### src/rtl/fpdiv_seq_if.sv
// Start/busy/done handshake bundle for the sequential single-precision divider.
// The divider takes the slave side, the requester takes the master side.
interface fpdiv_seq_if #(
    parameter int W = 32
);
    logic         start;
    logic [W-1:0] a;
    logic [W-1:0] b;
    logic [1:0]   control;
    logic         busy;
    logic         done;
    logic [W-1:0] y;
    logic [4:0]   flags;

    modport master (
        output start, a, b, control,
        input  busy, done, y, flags
    );

    modport slave (
        input  start, a, b, control,
        output busy, done, y, flags
    );
endinterface

### src/rtl/fpdiv_seq.sv
// Sequential IEEE-754 single-precision divider: restoring radix-2 mantissa division,
// one quotient bit per cycle, flush-to-zero inputs and outputs, four rounding modes.
module fpdiv_seq #(
    parameter int WEXP = 8,
    parameter int WSIG = 23,
    parameter int BIAS = 127
) (
    input  logic       clk,
    input  logic       reset,
    fpdiv_seq_if.slave bus
);

    localparam int W  = 1 + WEXP + WSIG;
    localparam int WM = WSIG + 1;
    localparam int WQ = WSIG + 4;
    localparam int WR = WSIG + 3;
    localparam int WE = WEXP + 2;

    localparam logic [1:0] S_IDLE   = 2'd0;
    localparam logic [1:0] S_UNPACK = 2'd1;
    localparam logic [1:0] S_DIVIDE = 2'd2;
    localparam logic [1:0] S_ROUND  = 2'd3;

    localparam logic [W-1:0]        QNAN  = {1'b0, {WEXP{1'b1}}, 1'b1, {(WSIG-1){1'b0}}};
    localparam logic signed [WE-1:0] EMAX  = WE'((1 << WEXP) - 1);
    localparam logic signed [WE-1:0] EZERO = '0;
    localparam logic [4:0]          LAST_ITER = 5'(WQ - 1);

    logic [1:0]           r_state;
    logic [W-1:0]         r_a;
    logic [W-1:0]         r_b;
    logic [1:0]           r_mode;
    logic                 r_sign;
    logic signed [WE-1:0] r_exp;
    logic [WR-1:0]        r_rem;
    logic [WM-1:0]        r_div;
    logic [WQ-1:0]        r_q;
    logic [4:0]           r_cnt;
    logic                 r_special;
    logic [W-1:0]         r_spec_y;
    logic [4:0]           r_spec_flags;
    logic                 r_busy;
    logic                 r_done;
    logic [W-1:0]         r_y;
    logic [4:0]           r_flags;

    // Operand classification on the registered inputs
    logic [WEXP-1:0]      w_ea;
    logic [WEXP-1:0]      w_eb;
    logic [WSIG-1:0]      w_fa;
    logic [WSIG-1:0]      w_fb;
    logic                 w_sign;
    logic                 w_a_zero;
    logic                 w_b_zero;
    logic                 w_a_inf;
    logic                 w_b_inf;
    logic                 w_a_nan;
    logic                 w_b_nan;
    logic                 w_a_snan;
    logic                 w_b_snan;
    logic signed [WE-1:0] w_ediff;
    logic                 w_special;
    logic [W-1:0]         w_spec_y;
    logic [4:0]           w_spec_flags;

    assign w_ea     = r_a[W-2 -: WEXP];
    assign w_eb     = r_b[W-2 -: WEXP];
    assign w_fa     = r_a[WSIG-1:0];
    assign w_fb     = r_b[WSIG-1:0];
    assign w_sign   = r_a[W-1] ^ r_b[W-1];
    assign w_a_zero = (w_ea == '0);
    assign w_b_zero = (w_eb == '0);
    assign w_a_inf  = (w_ea == '1) && (w_fa == '0);
    assign w_b_inf  = (w_eb == '1) && (w_fb == '0);
    assign w_a_nan  = (w_ea == '1) && (w_fa != '0);
    assign w_b_nan  = (w_eb == '1) && (w_fb != '0);
    assign w_a_snan = w_a_nan && !w_fa[WSIG-1];
    assign w_b_snan = w_b_nan && !w_fb[WSIG-1];
    assign w_ediff  = $signed({2'b00, w_ea}) - $signed({2'b00, w_eb}) + $signed(WE'(BIAS));

    always_comb begin
        w_special    = 1'b1;
        w_spec_y     = '0;
        w_spec_flags = '0;
        if (w_a_nan || w_b_nan) begin
            w_spec_y        = QNAN;
            w_spec_flags[3] = w_a_snan || w_b_snan;
        end else if ((w_a_zero && w_b_zero) || (w_a_inf && w_b_inf)) begin
            w_spec_y     = QNAN;
            w_spec_flags = 5'b01000;
        end else if (w_b_zero && !w_a_inf) begin
            w_spec_y     = {w_sign, {WEXP{1'b1}}, {WSIG{1'b0}}};
            w_spec_flags = 5'b10000;
        end else if (w_a_inf) begin
            w_spec_y = {w_sign, {WEXP{1'b1}}, {WSIG{1'b0}}};
        end else if (w_a_zero || w_b_inf) begin
            w_spec_y = {w_sign, {(W-1){1'b0}}};
        end else begin
            w_special = 1'b0;
        end
    end

    // One restoring step: the remainder always stays below twice the divisor
    logic [WR:0]   w_trial;
    logic          w_qbit;
    logic [WR-1:0] w_rem_next;

    assign w_trial    = {1'b0, r_rem} - {{(WR + 1 - WM){1'b0}}, r_div};
    assign w_qbit     = ~w_trial[WR];
    assign w_rem_next = w_qbit ? w_trial[WR-1:0] : r_rem;

    // Normalisation and rounding of the 27-bit quotient
    logic [WQ-1:0]        w_norm_q;
    logic signed [WE-1:0] w_norm_e;
    logic [WM-1:0]        w_keep;
    logic                 w_guard;
    logic                 w_rbit;
    logic                 w_sticky;
    logic                 w_lost;
    logic                 w_inc;
    logic                 w_to_inf;
    logic [WM:0]          w_mant_sum;
    logic [WSIG-1:0]      w_frac;
    logic signed [WE-1:0] w_rnd_e;
    logic [W-1:0]         w_res_y;
    logic [4:0]           w_res_flags;

    assign w_norm_q   = r_q[WQ-1] ? r_q : (r_q << 1);
    assign w_norm_e   = r_q[WQ-1] ? r_exp : (r_exp - WE'(1));
    assign w_keep     = w_norm_q[WQ-1:3];
    assign w_guard    = w_norm_q[2];
    assign w_rbit     = w_norm_q[1];
    assign w_sticky   = w_norm_q[0] | (r_rem != '0);
    assign w_lost     = w_guard | w_rbit | w_sticky;
    assign w_mant_sum = {1'b0, w_keep} + {{WM{1'b0}}, w_inc};
    assign w_frac     = w_mant_sum[WM] ? w_mant_sum[WM-1:1] : w_mant_sum[WSIG-1:0];
    assign w_rnd_e    = w_norm_e + {{(WE-1){1'b0}}, w_mant_sum[WM]};

    always_comb begin
        w_inc    = 1'b0;
        w_to_inf = 1'b0;
        case (r_mode)
            2'd0: begin
                w_inc    = w_guard & (w_rbit | w_sticky | w_keep[0]);
                w_to_inf = 1'b1;
            end
            2'd1: begin
                w_inc    = 1'b0;
                w_to_inf = 1'b0;
            end
            2'd2: begin
                w_inc    = ~r_sign & w_lost;
                w_to_inf = ~r_sign;
            end
            default: begin
                w_inc    = r_sign & w_lost;
                w_to_inf = r_sign;
            end
        endcase
    end

    always_comb begin
        w_res_y     = {r_sign, w_rnd_e[WEXP-1:0], w_frac};
        w_res_flags = {2'b00, w_lost, 2'b00};
        if (w_rnd_e >= EMAX) begin
            w_res_flags = 5'b00110;
            if (w_to_inf) begin
                w_res_y = {r_sign, {WEXP{1'b1}}, {WSIG{1'b0}}};
            end else begin
                w_res_y = {r_sign, {(WEXP-1){1'b1}}, 1'b0, {WSIG{1'b1}}};
            end
        end else if (w_rnd_e <= EZERO) begin
            w_res_flags = 5'b00101;
            w_res_y     = {r_sign, {(W-1){1'b0}}};
        end
    end

    always_ff @(posedge clk) begin
        if (reset) begin
            r_state <= S_IDLE;
            r_busy  <= 1'b0;
            r_done  <= 1'b0;
            r_y     <= '0;
            r_flags <= '0;
        end else begin
            r_done <= 1'b0;
            case (r_state)
                S_IDLE: begin
                    if (bus.start) begin
                        r_a     <= bus.a;
                        r_b     <= bus.b;
                        r_mode  <= bus.control;
                        r_busy  <= 1'b1;
                        r_state <= S_UNPACK;
                    end
                end
                S_UNPACK: begin
                    r_sign       <= w_sign;
                    r_exp        <= w_ediff;
                    r_rem        <= {{(WR - WM){1'b0}}, 1'b1, w_fa};
                    r_div        <= {1'b1, w_fb};
                    r_q          <= '0;
                    r_cnt        <= '0;
                    r_special    <= w_special;
                    r_spec_y     <= w_spec_y;
                    r_spec_flags <= w_spec_flags;
                    r_state      <= w_special ? S_ROUND : S_DIVIDE;
                end
                S_DIVIDE: begin
                    r_rem <= w_rem_next << 1;
                    r_q   <= {r_q[WQ-2:0], w_qbit};
                    if (r_cnt == LAST_ITER) begin
                        r_state <= S_ROUND;
                    end else begin
                        r_cnt <= r_cnt + 5'd1;
                    end
                end
                default: begin
                    r_y     <= r_special ? r_spec_y : w_res_y;
                    r_flags <= r_special ? r_spec_flags : w_res_flags;
                    r_done  <= 1'b1;
                    r_busy  <= 1'b0;
                    r_state <= S_IDLE;
                end
            endcase
        end
    end

    assign bus.busy  = r_busy;
    assign bus.done  = r_done;
    assign bus.y     = r_y;
    assign bus.flags = r_flags;

endmodule

### src/flat_wrapper.sv
// flat-port wrapper written by rule: the top's interface ports become plain ports
module fpdiv_seq_flat 
#(
    parameter int WEXP = 8,
    parameter int WSIG = 23,
    parameter int BIAS = 127
)
  (clk, reset, bus_start, bus_a, bus_b, bus_control, bus_busy, bus_done, bus_y, bus_flags);
  fpdiv_seq_if #(.W(32)) bus_i ();
  input  logic clk;
  input  logic reset;
  input wire logic [$bits(bus_i.start)-1:0] bus_start;
  input wire logic [$bits(bus_i.a)-1:0] bus_a;
  input wire logic [$bits(bus_i.b)-1:0] bus_b;
  input wire logic [$bits(bus_i.control)-1:0] bus_control;
  output wire logic [$bits(bus_i.busy)-1:0] bus_busy;
  output wire logic [$bits(bus_i.done)-1:0] bus_done;
  output wire logic [$bits(bus_i.y)-1:0] bus_y;
  output wire logic [$bits(bus_i.flags)-1:0] bus_flags;
  assign bus_i.start = bus_start;
  assign bus_i.a = bus_a;
  assign bus_i.b = bus_b;
  assign bus_i.control = bus_control;
  assign bus_busy = bus_i.busy;
  assign bus_done = bus_i.done;
  assign bus_y = bus_i.y;
  assign bus_flags = bus_i.flags;
  fpdiv_seq #(.WEXP(WEXP), .WSIG(WSIG), .BIAS(BIAS)) u_core (.clk(clk), .reset(reset), .bus(bus_i));
endmodule
### config.mk
export PLATFORM = sky130hd
export DESIGN_NAME = fpdiv_seq_flat
export DESIGN_NICKNAME = d
export VERILOG_FILES = /design/src/rtl/fpdiv_seq_if.sv /design/src/rtl/fpdiv_seq.sv /design/src/flat_wrapper.sv
export SDC_FILE = /design/constraint.sdc
export NUM_CORES = 1
export LEC_CHECK = 0
export ABC_AREA = 1
export BUFFER_PORTS_ARGS = -buffer_cell sky130_fd_sc_hd__buf_2
export CAP_MARGIN = 25
export CORE_UTILIZATION = 35
export CTS_CLUSTER_DIAMETER = 150
export CTS_CLUSTER_SIZE = 12
export DETAILED_ROUTE_END_ITERATION = 10
export PLACE_DENSITY_LB_ADDON = 0.12
export SETUP_SLACK_MARGIN = 0.1
export SLEW_MARGIN = 20
export SYNTH_ARGS = -nofsm -noshare
export SYNTH_HDL_FRONTEND = slang
export SYNTH_SLANG_ARGS = --single-unit
### constraint.sdc
create_clock -name clk -period 8.4 [get_ports clk]
set_input_delay 1.26 -clock clk [delete_from_list [all_inputs] [get_ports clk]]
set_output_delay 1.26 -clock clk [all_outputs]
set_load 0.03 [all_outputs]
==> results.yml <==
outcome:
  status: "finished, final reports clean"
cts:
  clk_latency_ns: 0.51
  cts-hold-fix-buffers: 0
  clock_sinks: 205
  htree_levels: 1
  cts.path.max_buffers: 3
  cts_resized: 0
  numCtsBuffers: 21
  path_clk_slew_ns: 0.07
  tritoncts: "done"
  cts_setup_buffers: 0
  root_buffer: "clkbuf_16"
die:
  core_area_um2: 32700
  dieArea_um2: 34070
  ioPinCount: 108
  dieWidth_um: 184.6
  rows: 66
  die-height_um: 184.6
  start_util_pct: 35.68
detailed_routing:
  firstDrtPassIters: 5
  ant_nets: 0
  drt-total-wl_um: 28130
  drc: 0
  vias: 8958
  routedWlPerCell_um: 14.84
  drt_iter0_drc: 478
  via_per_inst: 4.727
logic_synthesis:
  synth_edf_count: 164
  synth_cell_types: 56
  synth_fp_nets: 1460
  syn_avg_cell_area_um2: 8.675
  synth_cells: 1345
  synth-seq-cells: 205
  syn_area_um2: 11670
  synth-main-ff-cell: "edfxtp_1"
  yosys_warnings: 0
  ys_seq_area_share_pct: 49.24
  ys_async_sr_fraction_pct: 0
place:
  place_hpwl_um: 21420
  routabilityCongestion: 0.9008
  port_buffers: 107
timing:
  tns_ns: 0
  layout_min_cycle_time_ns: 5.686
  final-max-slew-violation-count: 0
  hold_slack_ns: 0.4442
  tightest_slew_ns: 0.9301
  hold_viol: 0
  setup_viol: 0
  relSlewSlack_pct: 37.93
  fin_crit_sh_pct: 67.69
  skew_ns: 0.01965
  fmax_mhz: 175.9
  grt_setup_unrepaired: "no"
setup_path:
  slowest_stage: "xor2_1"
  crit_path_start_kind: "register"
  crit_fanout: 20
  arrival_ns: 6.15
  worstPathRequired_ns: 8.87
  crit_type: "register to register"
  crit_path_end_kind: "register"
  cp_slowest_stage_delay_ns: 0.73
finish:
  fillerInstances: 3379
  layout-drive-gt1-share_pct: 14.38
  antenna_cells: 0
  nets: 1560
  syn_to_final_growth_pct: 12.96
power_and_ir_drop:
  p_leak_nw: 5.762
  max-vdd-ir-drop_mv: 0.1816
  powerDensity_nw_per_um2: 289.2
job:
  drv_cap: 0
global_routing:
  grt_pass1_vias: 8868
  gr-usage-met3_pct: 1.976
  grt_overflow: 0
  grt_use_met1_pct: 21.86
  antenna_found_initial: 0
  grt_max_degree: 58
  grt_pass1_wl_um: 45520
  grt-busiest-layer: "met2"
  grt_usage_pct: 16.90
  use_met2_pct: 29.33
min_path:
  min_path_type: "register to register"
worst paths after layout:
check        depth (start not counted)  slack [ns]                             to                       start
min                                  0        0.44     u_core.r_div[11]$_DFFE_PP_    u_core.r_b[11]$_DFFE_PP_
max reg2reg                         28        2.71  u_core.bus.y[25]$_SDFFE_PP0P_  u_core.r_rem[13]$_DFFE_PP_
min reg2reg                          0        0.44     u_core.r_div[11]$_DFFE_PP_    u_core.r_b[11]$_DFFE_PP_
max                                 28        2.71  u_core.bus.y[25]$_SDFFE_PP0P_  u_core.r_rem[13]$_DFFE_PP_
layer usage:
layer,vias to the layer above,routed length (um)
li1,4676,-
met1,4041,13240
met2,193,13030
met3,48,1060
met4,0,789
met5,-,0
placed cells by master (no fill, tap or decap), types with 7 or more instances in the layout:
cell type and instances:
ha_1 43, nand2_2 11, dfxtp_1 41, xnor2_1 20, o21ai_1 18, a21oi_1 73, nand3_1 90, clkbuf_1 8
edfxtp_1 164, xor2_1 25, or2_2 7, clkbuf_16 21, nand2_1 276, nor2_2 9, nor2_1 95, o21ai_0 84
buf_2 107, nor4_1 18, inv_1 208, o21ai_2 17, nand4_1 24, buf_4 8, nor3_1 13
sequential cells by signal (all words and copies together) (netlist names), 2 cells and up:
name,cells
u_core.r_mode,2
u_core.r_b,32
u_core.r_rem,26
u_core.r_q,27
u_core.r_cnt,5
u_core.r_spec_flags,2
u_core.bus.y,32
u_core.r_state,2
u_core.r_spec_y,3
u_core.bus.flags,5
u_core.r_a,32
u_core.r_exp,10
u_core.r_div,23
critical path: cells and delay by family, from the launching register on:
kind	cells	cell delay, ns
AO/OA/AOI/OAI	2	0.50
flip-flops	1	0.42
adder cells (fa/ha/maj)	3	0.66
XOR/XNOR	1	0.73
buffers and inverters	4	0.54
AND/OR/NAND/NOR	18	2.78
cell type report:
type,instances,area (um^2),share of cell area (%)
flip-flops and latches,205,5746,43.59
multi-input cells,887,4896,37.15
inverters,215,814.5,6.180
repair buffers,115,595.6,4.519
clock buffers,29,555.5,4.215
well taps,442,553.0,4.196
clock inverters,2,20.02,0.1519
per-stage QoR:
step / util (%) / cells / cell area, um^2 / setup WS, ns / total power, mW
after floorplan: - / 1345 / 11670 / 1.842 / 2.622
after detailed placement: 38.54 / 1864 / 12600 / 2.767 / 3.006
after CTS: 40.30 / 1895 / 13180 / 2.741 / 3.864
after global routing: 40.30 / 1895 / 13180 / 2.078 / 4.113
final: 40.30 / 1895 / 13180 / 2.714 / 3.812
after global placement: 38.54 / 1864 / 12600 / 2.902 / 3.002
synthesized netlist by cell type (all sizes together) (4+ instances only):
| cell | n | share of area (%) |
|---|---|---|
| a21oi | 73 | 3.1 |
| and3 | 4 | 0.21 |
| buf | 20 | 1.4 |
| clkbuf | 18 | 0.58 |
| dfxtp | 41 | 7.0 |
| edfxtp | 164 | 42 |
| ha | 44 | 4.7 |
| inv | 214 | 6.9 |
| nand2 | 289 | 9.7 |
| nand3 | 98 | 4.7 |
| nand3b | 6 | 0.39 |
| nand4 | 24 | 1.3 |
| nor2 | 109 | 3.9 |
| nor3 | 16 | 0.77 |
| nor4 | 18 | 0.97 |
| o211ai | 6 | 0.39 |
| o21a | 4 | 0.26 |
| o21ai | 119 | 5.7 |
| or2 | 8 | 0.43 |
| xnor2 | 21 | 1.6 |
| xor2 | 26 | 2.0 |
cell families after synthesis:
family                     Yosys count  share of synthesized area (%)
muxes                                1                        0.08579
AOI/OAI and AO/OA                  217                          10.43
DFF                                205                          49.24
buffers and inverters              253                          8.986
adders and majority gates           46                          5.062
and+or+nand+nor                    576                          22.53
xor gates and xnor gates            47                          3.657
report_power, final:
group / internal [mW] / switching, mW
Clock: 0.459 / 0.380
Sequential: 1.37 / 0.126
Combinational: 0.478 / 0.999
No activity file was read; power rests on OpenSTA's default activity.
